**src/rtl/dram_wb_arbiter.sv**
```systemverilog
// Round-robin arbiter multiplexing several Wishbone masters onto one DRAM user port,
// with a per-access ack timeout and a forced one-cycle cyc gap between owners.
module dram_wb_arbiter #(
    parameter int unsigned NUM_PORTS      = 4,
    parameter int unsigned ADDR_WIDTH     = 30,
    parameter int unsigned DATA_WIDTH     = 32,
    parameter int unsigned TIMEOUT_CYCLES = 1024
) (
    input  logic                               clk,
    input  logic                               rst,
    input  logic                               init_done,
    input  logic [NUM_PORTS*ADDR_WIDTH-1:0]    s_adr,
    input  logic [NUM_PORTS*DATA_WIDTH-1:0]    s_dat_w,
    input  logic [NUM_PORTS*(DATA_WIDTH/8)-1:0] s_sel,
    input  logic [NUM_PORTS-1:0]               s_cyc,
    input  logic [NUM_PORTS-1:0]               s_stb,
    input  logic [NUM_PORTS-1:0]               s_we,
    output logic [NUM_PORTS*DATA_WIDTH-1:0]    s_dat_r,
    output logic [NUM_PORTS-1:0]               s_ack,
    output logic [NUM_PORTS-1:0]               s_err,
    output logic [ADDR_WIDTH-1:0]              m_adr,
    output logic [DATA_WIDTH-1:0]              m_dat_w,
    output logic [DATA_WIDTH/8-1:0]            m_sel,
    output logic                               m_cyc,
    output logic                               m_stb,
    output logic                               m_we,
    input  logic [DATA_WIDTH-1:0]              m_dat_r,
    input  logic                               m_ack,
    input  logic                               m_err,
    output logic                               grant_valid,
    output logic [2:0]                         grant_id,
    output logic [15:0]                        timeout_count
);

    localparam int unsigned SEL_WIDTH = DATA_WIDTH / 8;
    localparam logic [15:0] TMO_LAST  = 16'(TIMEOUT_CYCLES - 1);

    typedef enum logic [1:0] {StIdle, StOwn, StRelease} state_e;

    state_e         state_q, state_d;
    logic [2:0]     grant_q, grant_d;
    logic [2:0]     last_grant_q, last_grant_d;
    logic [15:0]    tmo_cnt_q, tmo_cnt_d;
    logic [15:0]    timeout_count_q, timeout_count_d;

    logic [NUM_PORTS-1:0] req;
    logic                 found;
    logic [2:0]           winner;
    logic                 own;
    logic                 g_cyc, g_stb;
    logic                 timeout_hit;

    assign req = s_cyc & s_stb;

    // Round-robin pick: first requester searching upward from last_grant+1.
    always_comb begin
        found  = 1'b0;
        winner = '0;
        for (int unsigned k = 1; k <= NUM_PORTS; k++) begin
            for (int unsigned i = 0; i < NUM_PORTS; i++) begin
                if (!found && req[i] && (i == (32'(last_grant_q) + k) % NUM_PORTS)) begin
                    found  = 1'b1;
                    winner = 3'(i);
                end
            end
        end
    end

    // Datapath mux and completion routing; everything is forced low outside OWN or in reset.
    always_comb begin
        own         = (state_q == StOwn) && rst;
        g_cyc       = 1'b0;
        g_stb       = 1'b0;
        m_adr       = '0;
        m_dat_w     = '0;
        m_sel       = '0;
        m_we        = 1'b0;
        s_ack       = '0;
        s_err       = '0;
        s_dat_r     = {NUM_PORTS{m_dat_r}};
        for (int unsigned i = 0; i < NUM_PORTS; i++) begin
            if (own && (3'(i) == grant_q)) begin
                g_cyc   = s_cyc[i];
                g_stb   = s_stb[i];
                m_adr   = s_adr[i*ADDR_WIDTH +: ADDR_WIDTH];
                m_dat_w = s_dat_w[i*DATA_WIDTH +: DATA_WIDTH];
                m_sel   = s_sel[i*SEL_WIDTH +: SEL_WIDTH];
                m_we    = s_we[i];
            end
        end
        // Timeout cycle: ack/err from DRAM is ignored and the master sees err instead.
        timeout_hit = own && g_cyc && g_stb && (tmo_cnt_q == TMO_LAST);
        m_cyc       = g_cyc && !timeout_hit;
        m_stb       = g_stb && !timeout_hit;
        for (int unsigned i = 0; i < NUM_PORTS; i++) begin
            if (own && (3'(i) == grant_q)) begin
                s_ack[i] = m_ack && !timeout_hit;
                s_err[i] = m_err || timeout_hit;
            end
        end
        grant_valid   = own;
        grant_id      = own ? grant_q : 3'd0;
        timeout_count = timeout_count_q;
    end

    // Next-state logic for ownership FSM and timeout counters.
    always_comb begin
        state_d         = state_q;
        grant_d         = grant_q;
        last_grant_d    = last_grant_q;
        tmo_cnt_d       = tmo_cnt_q;
        timeout_count_d = timeout_count_q;
        unique case (state_q)
            StIdle: begin
                if (init_done && found) begin
                    grant_d      = winner;
                    last_grant_d = winner;
                    tmo_cnt_d    = '0;
                    state_d      = StOwn;
                end
            end
            StOwn: begin
                if (!g_cyc) begin
                    state_d = StRelease;
                end else if (timeout_hit) begin
                    state_d   = StRelease;
                    tmo_cnt_d = '0;
                    if (timeout_count_q != 16'hFFFF) begin
                        timeout_count_d = timeout_count_q + 16'd1;
                    end
                end else if (m_ack || m_err) begin
                    tmo_cnt_d = '0;
                end else if (g_stb) begin
                    tmo_cnt_d = tmo_cnt_q + 16'd1;
                end
            end
            StRelease: state_d = StIdle;
            default:   state_d = StIdle;
        endcase
    end

    // State registers with synchronous active-low reset.
    always_ff @(posedge clk) begin
        if (!rst) begin
            state_q         <= StIdle;
            grant_q         <= '0;
            last_grant_q    <= 3'(NUM_PORTS - 1);
            tmo_cnt_q       <= '0;
            timeout_count_q <= '0;
        end else begin
            state_q         <= state_d;
            grant_q         <= grant_d;
            last_grant_q    <= last_grant_d;
            tmo_cnt_q       <= tmo_cnt_d;
            timeout_count_q <= timeout_count_d;
        end
    end

endmodule
```
**config.mk**
```make
export PLATFORM = sky130hd
export DESIGN_NAME = dram_wb_arbiter
export DESIGN_NICKNAME = d
export VERILOG_FILES = /design/src/rtl/dram_wb_arbiter.sv
export SDC_FILE = /design/constraint.sdc
export NUM_CORES = 1
export LEC_CHECK = 0
export CAP_MARGIN = 15
export CORE_AREA = 2 2 212 214
export CTS_CLUSTER_SIZE = 24
export DETAILED_ROUTE_END_ITERATION = 7
export DIE_AREA = 0 0 214 216
export DONT_BUFFER_PORTS = 1
export SLEW_MARGIN = 40
export SYNTH_ARGS = -nofsm -noshare
export SYNTH_HDL_FRONTEND = slang
export SYNTH_SLANG_ARGS = --single-unit
```
**constraint.sdc**
```tcl
create_clock -name clk -period 1.95 [get_ports clk]
set_input_delay 0.0975 -clock clk [delete_from_list [all_inputs] [get_ports clk]]
set_output_delay 0.0975 -clock clk [all_outputs]
set_load 0.02 [all_outputs]
```
**Word-level counts from Yosys, hierarchy flattened**

Index checks and enable logic that the tools add are counted.

- Bitwise logic cells: 1
- Equality and inequality tests: 22
- Reduce and logical (&&, ||, !) cells: 72
- $add $sub $neg: 6
- Multiplexer cells: 74

Operators by type and width:

| operator | number |
|---|---|
| 32-bit logical NOT | 4 |
| 32-bit 2-to-1 mux | 4 |
| 30-bit 2-to-1 mux | 4 |
| 16-bit 2-to-1 mux | 5 |
| 3-bit 2-to-1 mux | 15 |
| 1-bit logical AND | 43 |
| 1-bit 2-to-1 mux | 37 |
| 16-bit by 1-bit adder with 16-bit output (second input constant) | 2 |
| 16-bit case mux with 2 select lines | 1 |
| 16-bit by 10-bit equality test with 1-bit output (second input constant) | 1 |
| 2-bit equality test (first input constant) | 8 |
| 1-bit logical NOT | 16 |
| 4-bit 2-to-1 mux | 4 |
| 16-bit inequality test (second input constant) | 1 |
| 1-bit by 2-bit equality test with 1-bit output (first input constant) | 4 |
| 4-bit AND reduction | 2 |
| 2-bit by 3-bit equality test with 1-bit output (first input constant) | 2 |
| 2-bit 2-to-1 mux | 3 |
| 2-bit by 1-bit adder with 2-bit output (second input constant) | 2 |
| 2-bit adder (second input constant) | 2 |
| 4-bit AND | 1 |
| 2-bit inequality test (second input constant) | 2 |
| 4-bit by 3-bit inequality test with 1-bit output (second input constant) | 1 |
| 2-bit case mux with 2 select lines | 1 |
| other kinds (8) | 10 |

- Input port bits: 313
- Logic and storage cells: 180
- Register bits: 39
- Output and inout bits: 225

**Depth between registers and ports, before layout**

- Word-level depth: 67
- Mapped depth: 9
- Gate-level depth less buffers: 6

**Least setup slack after synthesis**

No wires, ideal clock.

- Path type: flip-flop to output port
- Start point: reg grant_q[0]
- End point: out s_ack[2]
- Path slack: -0.270 ns
- Data required time: 1.852 ns
- Buffers on the path: 0
- Stages on the path, launching flop included: 6
- Arrival time: 2.122 ns
- Path through: dfxtp_1 -> mux4_2 -> and4_1 -> nand2_1 -> nand2_1 -> nor4b_1

- Word-level cells in the longest chain between the ends: 12
- Elaborated cells between the ends (all ways): 22
- Those cells by class: eq/ne (3); mux (9); reduce/logical (10)

Ends and longest elaborated chain:

| item | RTL line | RTL |
|---|---|---|
| start, declared | 41 | `logic [2:0] grant_q, grant_d;` |
| start signal, assigned | 152 | `grant_q <= grant_d;` |
| 3-bit logical NOT | 82 | `if (own && (3'(i) == grant_q)) begin` |
| 1-bit logical AND | 82 |  |
| 1-bit 2-to-1 mux (4 in a row) | 82 |  |
| 1-bit logical AND (3 in a row) | 92 | `timeout_hit = own && g_cyc && g_stb && (tmo_cnt_q == TMO_LAST);` |
| 1-bit logical NOT | 97 | `s_ack[i] = m_ack && !timeout_hit;` |
| 1-bit logical AND | 97 |  |
| 1-bit 2-to-1 mux (*) | 96 | `if (own && (3'(i) == grant_q)) begin` |
| end, declared | 19 | `output logic [NUM_PORTS-1:0] s_ack,` |

Every way passes the cells marked *; elsewhere a longest branch is shown, timed or not.

**Worst setup path in the final report**

Same ends and word-level chain as after synthesis.

==> results.json <==
{
  "async_reset_ff_share_pct": 0,
  "dr.pass1.iters": 5,
  "p_seq_share_pct": 27.2,
  "grt_usage_pct": 11.85,
  "finClkSkew_ps": 10.50,
  "die_x_um": 214,
  "finish.utilization_pct": 14.28,
  "r2r_start": "grant_q[0]$_SDFFE_PN0P_",
  "path_max_fanout": 4,
  "fillers": 4956,
  "fp-row-count": 77,
  "fin_crit_sh_pct": 110.0,
  "cts_tree": "yes",
  "ir_drop_uv": 346.0,
  "p_int_mw": 2.089,
  "hold_viol": 0,
  "ys_top_cells_by_area": "mux4_2 (29%), buf_4 (19%), dfxtp_1 (14%)",
  "cp-startpoint": "grant_q[0]$_SDFFE_PN0P_",
  "worstPathArrival_ps": 2050,
  "viasPerCell": 4.166,
  "synth_top_area_share_pct": 29.29,
  "fin_nets": 823,
  "globalplace.congestion": 0.9706,
  "chipHeight_um": 216,
  "clk_pin_slew_ps": 60,
  "core_sq_um": 43840,
  "setup_viol": 34,
  "cts_max_path_buffers": 2,
  "ios": 538,
  "place_hpwl_um": 24920,
  "startpoint_type": "register",
  "initialDrtViolationCount": 277,
  "swShare_pct": 29.71,
  "switchingPower_mw": 0.8831,
  "antenna_found_initial": 25,
  "grt_max_degree": 50,
  "holdPathEnd": "grant_q[0]$_SDFFE_PN0P_",
  "crit_required_ps": 1850,
  "clock_sinks": 38,
  "setup_ws_ps": -194.9,
  "period_needed_ps": 2145,
  "max_slew_margin_pct": 40.99,
  "grt_overflow": 0,
  "end_kind": "primary output",
  "hold_slack_ps": 34.55,
  "status": "complete, but fails checks",
  "synth_cell_types": 55,
  "wl_per_cell_um": 26.52,
  "synth-seq-area-share_pct": 14.34,
  "start_util_pct": 12.10,
  "rsz0062_at_grt": "yes",
  "worst-setup-path-type": "register to primary output",
  "synth.net_count": 892,
  "yosysWarnings": 0,
  "fin_area_sq_um": 6261,
  "drive_gt1_share_pct": 45.78,
  "syn-cell-area_sq_um": 5305,
  "worst_pin_slew_ps": 884.2,
  "synth-seq-cells": 38,
  "yosys.area.top_type": "mux4_2",
  "grt_first_pass_wirelength_um": 38150,
  "violations": "negative setup slack",
  "area_growth_pct": 18.02,
  "tns_ps": -2058,
  "p_per_area_nw_per_um2": 474.7,
  "p_leak_nw": 1.970,
  "hold_path_startpoint": "s_stb[1]",
  "via_count": 4624,
  "hold_depth": 2,
  "worstSkewPairLatency_ps": 290,
  "r2r_slack_ps": -150,
  "postPlaceCellArea_sq_um": 5568,
  "drc": 0,
  "power.share.clock_pct": 37.2,
  "synth-main-ff-cell": "dfxtp_1",
  "cts.htree.levels": 2,
  "synth_edf_count": 0,
  "rr_worst_depth": 7,
  "combPwrFrac_pct": 35.6,
  "antenna_left": 0,
  "io_buffer_count": 0,
  "maxCapViolations": 0,
  "grt_pass1_vias": 4523,
  "design.die.area_sq_um": 46220,
  "slew_viol_final": 0,
  "power_mw": 2.972,
  "numCtsBuffers": 5,
  "avgSynthCellArea_sq_um": 9.194,
  "synthCells": 577,
  "clockRootBuffer": "clkbuf_16",
  "r2r-end": "timeout_count[9]$_SDFFE_PN0P_",
  "min_path_type": "input pin to register",
  "max_freq_mhz": 466.2,
  "routed_wl_um": 29430
}
-- metrics by stage --
stage | worst slack [ps] | std cells
after detailed placement | -142.6 | 1080
after CTS | -200.3 | 1094
after global placement | -119.1 | 1080
after global routing | -286.5 | 1106
final | -194.9 | 1110
after floorplan | -18.20 | 577
-- layer usage --
layer,vias up,GRT usage [%],part of all wire [%]
li1,1910,-,-
met1,2286,13.39,37
met2,333,20.39,49
met3,91,4.567,9.3
met4,4,4.033,4.2
met5,-,0,0.092
-- power by group through the flow --
stage / clock [mW] / combinational (mW) / sequential (mW)
3_3_place_gp: 0 / 0.958 / 0.821
5_1_grt: 1.16 / 1.13 / 0.810
2_1_floorplan: 0 / 1.14 / 0.815
6_report: 1.11 / 1.06 / 0.808
3_5_place_dp: 0 / 0.976 / 0.821
4_1_cts: 1.13 / 1.01 / 0.807
-- cells by family (layout without fill, tap and decap cells) --
group	after synthesis	after routing	share of synthesized area, %
multiplexers	70	70	29.48
adder cells (fa/ha/maj)	2	2	0.4716
AND/OR/NAND/NOR	200	200	22.97
XOR/XNOR	1	1	0.1651
AO/OA/AOI/OAI	86	86	10.14
buffers and inverters	179	111	22.36
other	1	10	0.07069
flip-flops	38	38	14.34
-- critical path, cell delays in order (launching register included) --
cell     delay (ps)
dfxtp_4         400
mux4_2          570
and4_4          220
nand2_4          90
nand2_4          80
nor4b_4         220
buf_4           180
-- worst max path at each step --
stage,to,slack [ps],cells after the start
floorplan,s_ack[2],-20,5
detailed placement,timeout_count[11]$_SDFFE_PN0P_,-140,7
global placement,timeout_count[11]$_SDFFE_PN0P_,-120,7
finish,s_ack[2],-190,6
global route,s_ack[2],-290,6
CTS,m_dat_w[31],-200,4
-- cells in the final DEF (no fill, tap or decap), types with 3 or more instances in the layout --
cell,n
and2_1,74
buf_4,74
mux4_2,69
dfxtp_1,32
nand2_1,20
nand3_1,15
a21oi_1,14
nor2_1,12
buf_6,12
o21ai_1,11
or4_1,10
o21ai_0,10
diode_2,9
a21oi_2,9
inv_1,8
nand4_1,8
a31oi_1,8
o31ai_1,7
or4_4,7
and3_1,6
clkbuf_16,6
nor3_2,5
buf_12,5
nor3_1,4
or3_1,4
dfxtp_2,4
and4_4,3
nor4_2,3
o21a_1,3
-- sequential cells by signal, summed over array words and instances, names as in the netlist --
register and flops:
last_grant_q 2, timeout_count 16, state_q 2, grant_q 2, tmo_cnt_q 16
-- Yosys cell counts (2+ instances only) --
master,n
buf_1,2
buf_2,15
nand2_1,23
clkbuf_1,21
ha_1,2
or4_1,17
inv_1,8
nand4_1,8
and3_1,6
and4_1,5
o21ai_0,11
a31oi_1,9
nand3_1,15
nor4b_1,2
a21o_1,2
nor4_1,4
or4b_1,2
o21a_1,4
o31ai_1,8
or3_1,6
a221oi_1,2
dfxtp_1,38
buf_4,132
nand4b_1,2
and3b_1,2
nor3_1,9
o21ai_1,13
mux4_2,69
nor2_1,14
nor3b_1,2
and2_1,76
a22o_1,2
a21oi_1,24
-- final cells by class --
class                           instances  area (sq um)  area share, %
Multi-Input combinational cell        360          3651          58.31
Timing Repair Buffer                   94         840.8          13.43
Sequential cell                        38         773.2          12.35
Clock buffer                            6         138.9          2.218
Antenna cell                            9         22.52         0.3597
Clock inverter                          2         60.06         0.9592
Tap cell                              592         740.7          11.83
Inverter                                9         33.78         0.5396
-- what timing repair did --
item / 4_1_cts / 5_1_grt
resized for setup: 31 / 61
setup endpoints to repair: 93 / 103
cloned: 0 / 2
hold endpoints to repair: 16 / 0
hold buffers: 1 / 0
buffers inserted: 7 / 6
pin swaps: 13 / 17
Power figures use the tool's default switching activity.
